$ cat src/rtl/ucode_pkg.sv
// Shared types and control-word field positions for the microcode sequencer.
// Stateless: constants and the FSM state encoding only.
package ucode_pkg;

    localparam int UPC_W  = 9;
    localparam int CTRL_W = 69;

    localparam logic [UPC_W-1:0] IRQ_UPC_DEFAULT = 9'h1F0;

    localparam int CTRL_LAST     = 68;
    localparam int CTRL_MEM      = 67;
    localparam int CTRL_CBPFX    = 66;
    localparam int CTRL_CONDEND  = 65;
    localparam int CTRL_HALT     = 64;
    localparam int CTRL_NEXT_MSB = 63;
    localparam int CTRL_NEXT_LSB = 55;

    typedef enum logic [1:0] {
        FETCH = 2'd0,
        EXEC  = 2'd1,
        HALT  = 2'd2
    } state_t;

endpackage

$ cat src/rtl/ucode_sequencer.sv
// Drives the microcode ROM address and qualifies each control word; first exec_en is one cycle after fetch_ack.
// Stalls in place on mem_busy for MEM micro-ops; fetch_req is held until fetch_ack.
module ucode_sequencer
    import ucode_pkg::*;
#(
    parameter logic [UPC_W-1:0] IRQ_UPC = IRQ_UPC_DEFAULT
) (
    input  logic              clk,
    input  logic              rst_n,
    output logic              fetch_req,
    input  logic              fetch_ack,
    input  logic [7:0]        instr_data,
    output logic [UPC_W-1:0]  upc,
    input  logic [CTRL_W-1:0] ctrl,
    input  logic              mem_busy,
    input  logic              cond_true,
    input  logic              ime,
    input  logic              irq_req,
    output logic              exec_en,
    output logic              instr_done,
    output logic              halted
);

    state_t           r_state;
    logic [UPC_W-1:0] r_upc;
    logic             r_cb_pending;
    logic             r_fetch_req;
    logic             r_halted;

    logic w_stall;
    logic w_exec;
    logic w_cond_exit;
    logic w_irq_take;
    logic w_ctrl_unused;

    assign w_stall     = ctrl[CTRL_MEM] & mem_busy;
    assign w_exec      = (r_state == EXEC) & ~w_stall;
    assign w_cond_exit = ctrl[CTRL_CONDEND] & ~cond_true;
    assign w_irq_take  = ime & irq_req;

    // Datapath payload bits are consumed by the datapath, not by the sequencer.
    assign w_ctrl_unused = ^ctrl[CTRL_NEXT_LSB-1:0];

    assign exec_en    = w_exec;
    assign instr_done = w_exec & ~ctrl[CTRL_CBPFX] &
                        (ctrl[CTRL_HALT] | ctrl[CTRL_LAST] | w_cond_exit);
    assign fetch_req  = r_fetch_req;
    assign upc        = r_upc;
    assign halted     = r_halted;

    // A FETCH cycle with fetch_req low is the entry cycle where a pending interrupt
    // may pre-empt the opcode fetch; a retire with no interrupt skips it so the
    // request rises right away.
    always_ff @(posedge clk or negedge rst_n) begin
        if (!rst_n) begin
            r_state      <= FETCH;
            r_upc        <= '0;
            r_cb_pending <= 1'b0;
            r_fetch_req  <= 1'b0;
            r_halted     <= 1'b0;
        end else begin
            unique case (r_state)
                FETCH: begin
                    if (!r_fetch_req) begin
                        if (w_irq_take) begin
                            r_upc   <= IRQ_UPC;
                            r_state <= EXEC;
                        end else begin
                            r_fetch_req <= 1'b1;
                        end
                    end else if (fetch_ack) begin
                        r_upc        <= {r_cb_pending, instr_data};
                        r_cb_pending <= 1'b0;
                        r_fetch_req  <= 1'b0;
                        r_state      <= EXEC;
                    end
                end
                EXEC: begin
                    if (!w_stall) begin
                        if (ctrl[CTRL_CBPFX]) begin
                            r_cb_pending <= 1'b1;
                            r_fetch_req  <= 1'b1;
                            r_state      <= FETCH;
                        end else if (ctrl[CTRL_HALT]) begin
                            r_halted <= 1'b1;
                            r_state  <= HALT;
                        end else if (ctrl[CTRL_LAST] || w_cond_exit) begin
                            r_fetch_req <= ~w_irq_take;
                            r_state     <= FETCH;
                        end else begin
                            r_upc <= ctrl[CTRL_NEXT_MSB:CTRL_NEXT_LSB];
                        end
                    end
                end
                HALT: begin
                    if (irq_req) begin
                        r_halted    <= 1'b0;
                        r_fetch_req <= ~ime;
                        r_state     <= FETCH;
                    end
                end
                default: begin
                    r_state <= FETCH;
                end
            endcase
        end
    end

endmodule

$ cat config.mk
export PLATFORM = sky130hd
export DESIGN_NAME = ucode_sequencer
export DESIGN_NICKNAME = d
export VERILOG_FILES = /design/src/rtl/ucode_pkg.sv /design/src/rtl/ucode_sequencer.sv
export SDC_FILE = /design/constraint.sdc
export NUM_CORES = 1
export LEC_CHECK = 0
export ABC_AREA = 0
export CORE_ASPECT_RATIO = 0.6
export CORE_UTILIZATION = 30
export CTS_BUF_LIST = sky130_fd_sc_hd__clkbuf_4
export DETAILED_ROUTE_END_ITERATION = 8
export PLACE_DENSITY = 0.81
export SETUP_SLACK_MARGIN = 0.4
export SLEW_MARGIN = 20
export SYNTH_ARGS = -nofsm -noshare
export SYNTH_HDL_FRONTEND = slang
export SYNTH_SLANG_ARGS = --single-unit
$ cat constraint.sdc
create_clock -name clk -period 2.4 [get_ports clk]
set_input_delay 0.24 -clock clk [delete_from_list [all_inputs] [get_ports clk]]
set_output_delay 0.24 -clock clk [all_outputs]
set_load 0.01 [all_outputs]
== Word-level counts from Yosys, hierarchy flattened ==
Index checks and enable logic that the tools add are counted.

* Word-level logic and storage cells: 80
* Register bits after elaboration: 14
* Input bits: 84
* Output and inout bits: 13

* Reduce and logical (&&, ||, !) cells: 10
* Muxes and demuxes: 36
* Eq/ne operators: 16
* Bitwise gates (word level): 13

{| class="wikitable"
|+ Operator list
! operator !! number
|-
| $mux W9 || 7
|-
| $reduce_and A5 Y1 || 4
|-
| $ne A2 B2 Y1 const B || 9
|-
| $pmux W9 S2 || 1
|-
| $mux W1 || 16
|-
| $mux W2 || 8
|-
| $ne A3 B3 Y1 const B || 3
|-
| $reduce_and A7 Y1 || 1
|-
| $and A1 B1 Y1 || 6
|-
| $pmux W2 S3 || 1
|-
| $not A1 Y1 || 5
|-
| $ne A4 B3 Y1 const B || 1
|-
| $pmux W1 S2 || 2
|-
| $reduce_bool A2 Y1 || 2
|-
| $ne A3 B2 Y1 const B || 1
|-
| $pmux W1 S3 || 1
|-
| $reduce_bool A3 Y1 || 1
|-
| $eq A2 B1 Y1 const B || 1
|-
| $eq A2 B2 Y1 const B || 1
|-
| $logic_not A2 Y1 || 1
|-
| $or A1 B1 Y1 || 2
|-
| $logic_or A1 B1 Y1 || 1
|}

== Longest topological paths before layout ==
* Depth after elaboration: 8
* Gate-level depth with buffers: 7

== Least setup slack after synthesis ==
Ideal clock, no wire load.

* Kind: register to register
* Start: register r_state[1]
* End: register r_state[0]
* Cell stages (with the launch flop): 7
* Period minus slack after synthesis: 1.823 ns
* Setup slack: 0.577 ns
* Data arrival time: 1.698 ns
* Path buffers: 1
* Library setup time: 0.125 ns
* Cells stage by stage: dfrtp_1 > inv_1 > ha_1 > buf_4 > clkinv_1 > o311ai_1 > mux2_2

* Word-level cells in the longest chain between the ends: 3

{| class="wikitable"
|+ Ends and longest elaborated chain
! element !! RTL line !! text
|-
| start: declaration || ucode_sequencer.sv:24 || <nowiki>state_t r_state;</nowiki>
|-
| start signal: assignment || ucode_sequencer.sv:56 || <nowiki>r_state <= FETCH;</nowiki>
|-
| start signal: assignment || ucode_sequencer.sv:67 || <nowiki>r_state <= EXEC;</nowiki>
|-
| start signal: assignment || ucode_sequencer.sv:75 || <nowiki>r_state <= EXEC;</nowiki>
|-
| $eq A2 B1 Y1, or another cell as far along || ucode_sequencer.sv:62 || <nowiki>unique case (r_state)</nowiki>
|-
| $ne A4 B3 Y1 (no line), or another cell as far along || - ||
|-
| $reduce_and A5 Y1 (no line) || - ||
|}

Several ways; a longest one is shown, not always the timed one.
A chain may end at the register's enable or synchronous reset.

== Worst setup path after layout ==
* Start: input port ctrl[67]
* End: output port instr_done

* Word-level cells in the longest chain between the ends: 5

{| class="wikitable"
|+ Ends and longest elaborated chain
! element !! RTL line !! text
|-
| start: declaration || ucode_sequencer.sv:14 || <nowiki>input logic [CTRL_W-1:0] ctrl,</nowiki>
|-
| $and A1 B1 Y1 || ucode_sequencer.sv:36 || <nowiki>assign w_stall = ctrl[CTRL_MEM] & mem_busy;</nowiki>
|-
| $not A1 Y1 || ucode_sequencer.sv:37 || <nowiki>assign w_exec = (r_state == EXEC) & ~w_stall;</nowiki>
|-
| $and A1 B1 Y1 || ucode_sequencer.sv:37 ||
|-
| $and A1 B1 Y1 (2 in a row) || ucode_sequencer.sv:45 || <nowiki>assign instr_done = w_exec & ~ctrl[CTRL_CBPFX] &</nowiki>
|-
| end: declaration || ucode_sequencer.sv:20 || <nowiki>output logic instr_done,</nowiki>
|}

No other way between the ends.

==> results.json <==
{
  "rsz0062_at_grt": "false",
  "leakagePower_nw": 0.6415,
  "setup_tns_ns": 0,
  "cts_tree": "yes",
  "p_total_w": 0.001780,
  "p_int_w": 0.001107,
  "pwr-share-clk": 0.077,
  "path_cells": "clkdlybuf4s50_1 -> a21oi_1 -> and3_1 -> clkdlybuf4s50_1",
  "worst_ir_drop_vdd_v": 0.0004275,
  "h-tree-depth": 1,
  "clockBufferDepth": 2,
  "required_ns": 2.16,
  "hold_viol_final": 0,
  "r2r_end": "upc[4]",
  "antenna_found_initial": 0,
  "status": "finished, final reports clean",
  "path_class": "in2out",
  "syn_area_per_cell_um2": 10.04,
  "grt_pass1_vias": 913,
  "p_switching_w": 0.0006731,
  "seqCellArea_um2": 351.6,
  "combinationalPowerShare": 0.674,
  "arrival_ns": 1.73,
  "worstRegToRegCells": 5,
  "final_cell_mix": "40 x clkdlybuf4s50_1, 13 x dfrtp_1, 9 x inv_1, 9 x nand2_1, 9 x mux2_4",
  "post-route-drc-count": 0,
  "cp_top_family": "buffers and inverters",
  "cts.sinks": 14,
  "grt_max_degree": 15,
  "mostFrequentLayoutCell": "clkdlybuf4s50_1",
  "path_common_cell": "clkdlybuf4s50_1",
  "syn_inst": 97,
  "worst_pin_slew_ns": 0.6334,
  "cp_num_buf_inv": 2,
  "cp_max_fo": 4,
  "clk_latency_ns": 0.28,
  "cp-start-kind": "input pin",
  "drt_pass1_iterations": 4,
  "seq_area_frac_synth": 0.3599,
  "via_per_inst": 4.951,
  "sequentialPowerShare": 0.250,
  "initial_utilization": 0.3262,
  "io_buffers": 41,
  "fillCellCount": 258,
  "maxCapViolations": 0,
  "worst_slack_ns": 0.4332,
  "holdBufCountCts": 0,
  "yosys_warnings": 0,
  "setup_viol": 0,
  "cp-end-kind": "output pin",
  "routed_wl_mm": 2.473,
  "final_max_slew_viol_count": 0,
  "multiInputGateArea_um2": 571.8,
  "die_width_um": 75.54,
  "ant_nets": 0,
  "rrSetupSlack_ns": 0.55,
  "dp_hpwl_mm": 1.954,
  "syn-cell-area_um2": 973.4,
  "worst_path_max_delay_cell": "clkdlybuf4s50_1",
  "gp_congestion": 0.8681,
  "fin_crit_sh": 0.8195,
  "wire_per_inst_um": 13.51,
  "worst_path_largest_cell_delay_ns": 0.53,
  "antenna-diode-count": 0,
  "yosysUniqueCellTypes": 33,
  "startpoint": "ctrl[67]",
  "swShare": 0.3781,
  "worst_clock_skew_ns": 0.008870,
  "final_nets": 231,
  "synth-seq-cells": 14,
  "root_buffer": "clkbuf_4",
  "area_growth_syn_to_layout_pct": 51.54,
  "grt_usage": 0.1624,
  "p_per_area_mw_per_mm2": 1207,
  "drive_above_1_share": 0.1773,
  "core_area_mm2": 0.002984,
  "die_h_um": 46.13,
  "r2r-start": "r_state[0]",
  "grt-ovfl-total": 0,
  "grt_pass1_wl_mm": 4.036,
  "placementRows": 15,
  "fmax_ghz": 0.5084,
  "die-area_mm2": 0.003484,
  "postLayoutCoreUtil": 0.4943,
  "io_pins": 97,
  "slew_headroom": 0.5764,
  "drt_iter0_drc": 56,
  "fin_crit_ns": 1.967,
  "hold_class": "in2async",
  "place_worst_setup_slack_ns": 0.2680,
  "hold_ws_ns": 0.3432,
  "cts-buffers-inserted": 3,
  "clk_pin_slew_ns": 0.09,
  "synth_nets": 186,
  "vias": 906
}
[power groups by stage]
stage	clock (W)	combinational (W)	sequential [W]
after floorplan	0	0.000771	0.000464
after global placement	0	0.00113	0.000437
after CTS	0.000146	0.00118	0.000444
after detailed placement	0	0.00116	0.000443
after global routing	0.000155	0.00130	0.000461
final	0.000136	0.00120	0.000444
[logic make-up (layout without fill, tap and decap cells)]
logic type / after synthesis / after routing / synth area share
buf+inv: 15 / 59 / 0.06941
simple gates: 25 / 25 / 0.1285
compound gates: 26 / 26 / 0.2044
flops: 14 / 14 / 0.3599
mux: 12 / 12 / 0.1735
fa+ha+maj: 5 / 5 / 0.06427
[per-layer routing]
layer  up-vias  wire length (um)  track usage
met2        38              1118       0.2607
met5         -                 0            0
met1       424              1149       0.2097
li1        442                 -            -
met3         2               191      0.05689
met4         0                14      0.04444
[worst max path at each step]
stage / to / slack (ns) / depth (start not counted)
2_1_floorplan: r_state[0] / 0.58 / 6
3_3_place_gp: upc[0] / 0.35 / 5
3_5_place_dp: upc[3] / 0.27 / 5
4_1_cts: upc[4] / 0.40 / 5
5_1_grt: instr_done / 0.42 / 4
6_report: instr_done / 0.43 / 4
[flip-flops by register name, indices dropped and copies added, names as in the netlist]
name / flops
upc: 9
halted: 1
r_cb_pending: 1
r_state: 2
fetch_req: 1
[area by class of cell]
class | instances | share of cell area
Multi-Input combinational cell | 68 | 0.3876
Clock buffer | 3 | 0.01527
Tap cell | 42 | 0.03562
Clock inverter | 1 | 0.002545
Timing Repair Buffer | 44 | 0.2926
Sequential cell | 14 | 0.2383
Inverter | 11 | 0.02799
[what timing repair did]
item	4_1_cts	5_1_grt
pin swaps	0	0
endpoints found under the setup margin	4	12
resized for setup	5	3
buffers inserted	0	1
[through the flow]
step           cell area, um^2  instances
2_1_floorplan            973.4         97
3_3_place_gp              1425        178
3_5_place_dp              1425        178
4_1_cts                   1465        182
5_1_grt                   1475        183
6_report                  1475        183
[synthesized netlist by cell type]
cell	number	share of area
nand2_1	9	0.035
nor2b_1	3	0.019
clkbuf_1	2	0.0077
o2bb2ai_1	1	0.0090
nand3b_1	1	0.0077
a2bb2oi_1	5	0.045
o311ai_1	1	0.0090
o21a_1	1	0.0077
o221ai_1	1	0.0090
o221a_2	1	0.012
a211oi_1	1	0.0077
and3_1	2	0.013
a22o_1	2	0.018
mux2_2	3	0.035
dfrtp_1	14	0.36
nor2_1	3	0.012
nor4b_1	1	0.0090
a31oi_1	2	0.013
buf_6	1	0.012
nand3_1	4	0.021
a21boi_0	1	0.0077
a211o_1	1	0.0090
nand2b_1	2	0.013
o211ai_1	1	0.0077
ha_1	5	0.064
o21ai_0	4	0.021
a32oi_1	1	0.0090
clkinv_1	1	0.0039
a21oi_1	2	0.010
mux2_4	9	0.14
inv_1	10	0.039
buf_4	1	0.0077
a21bo_2	1	0.010
(Power assumes the default switching activity.)
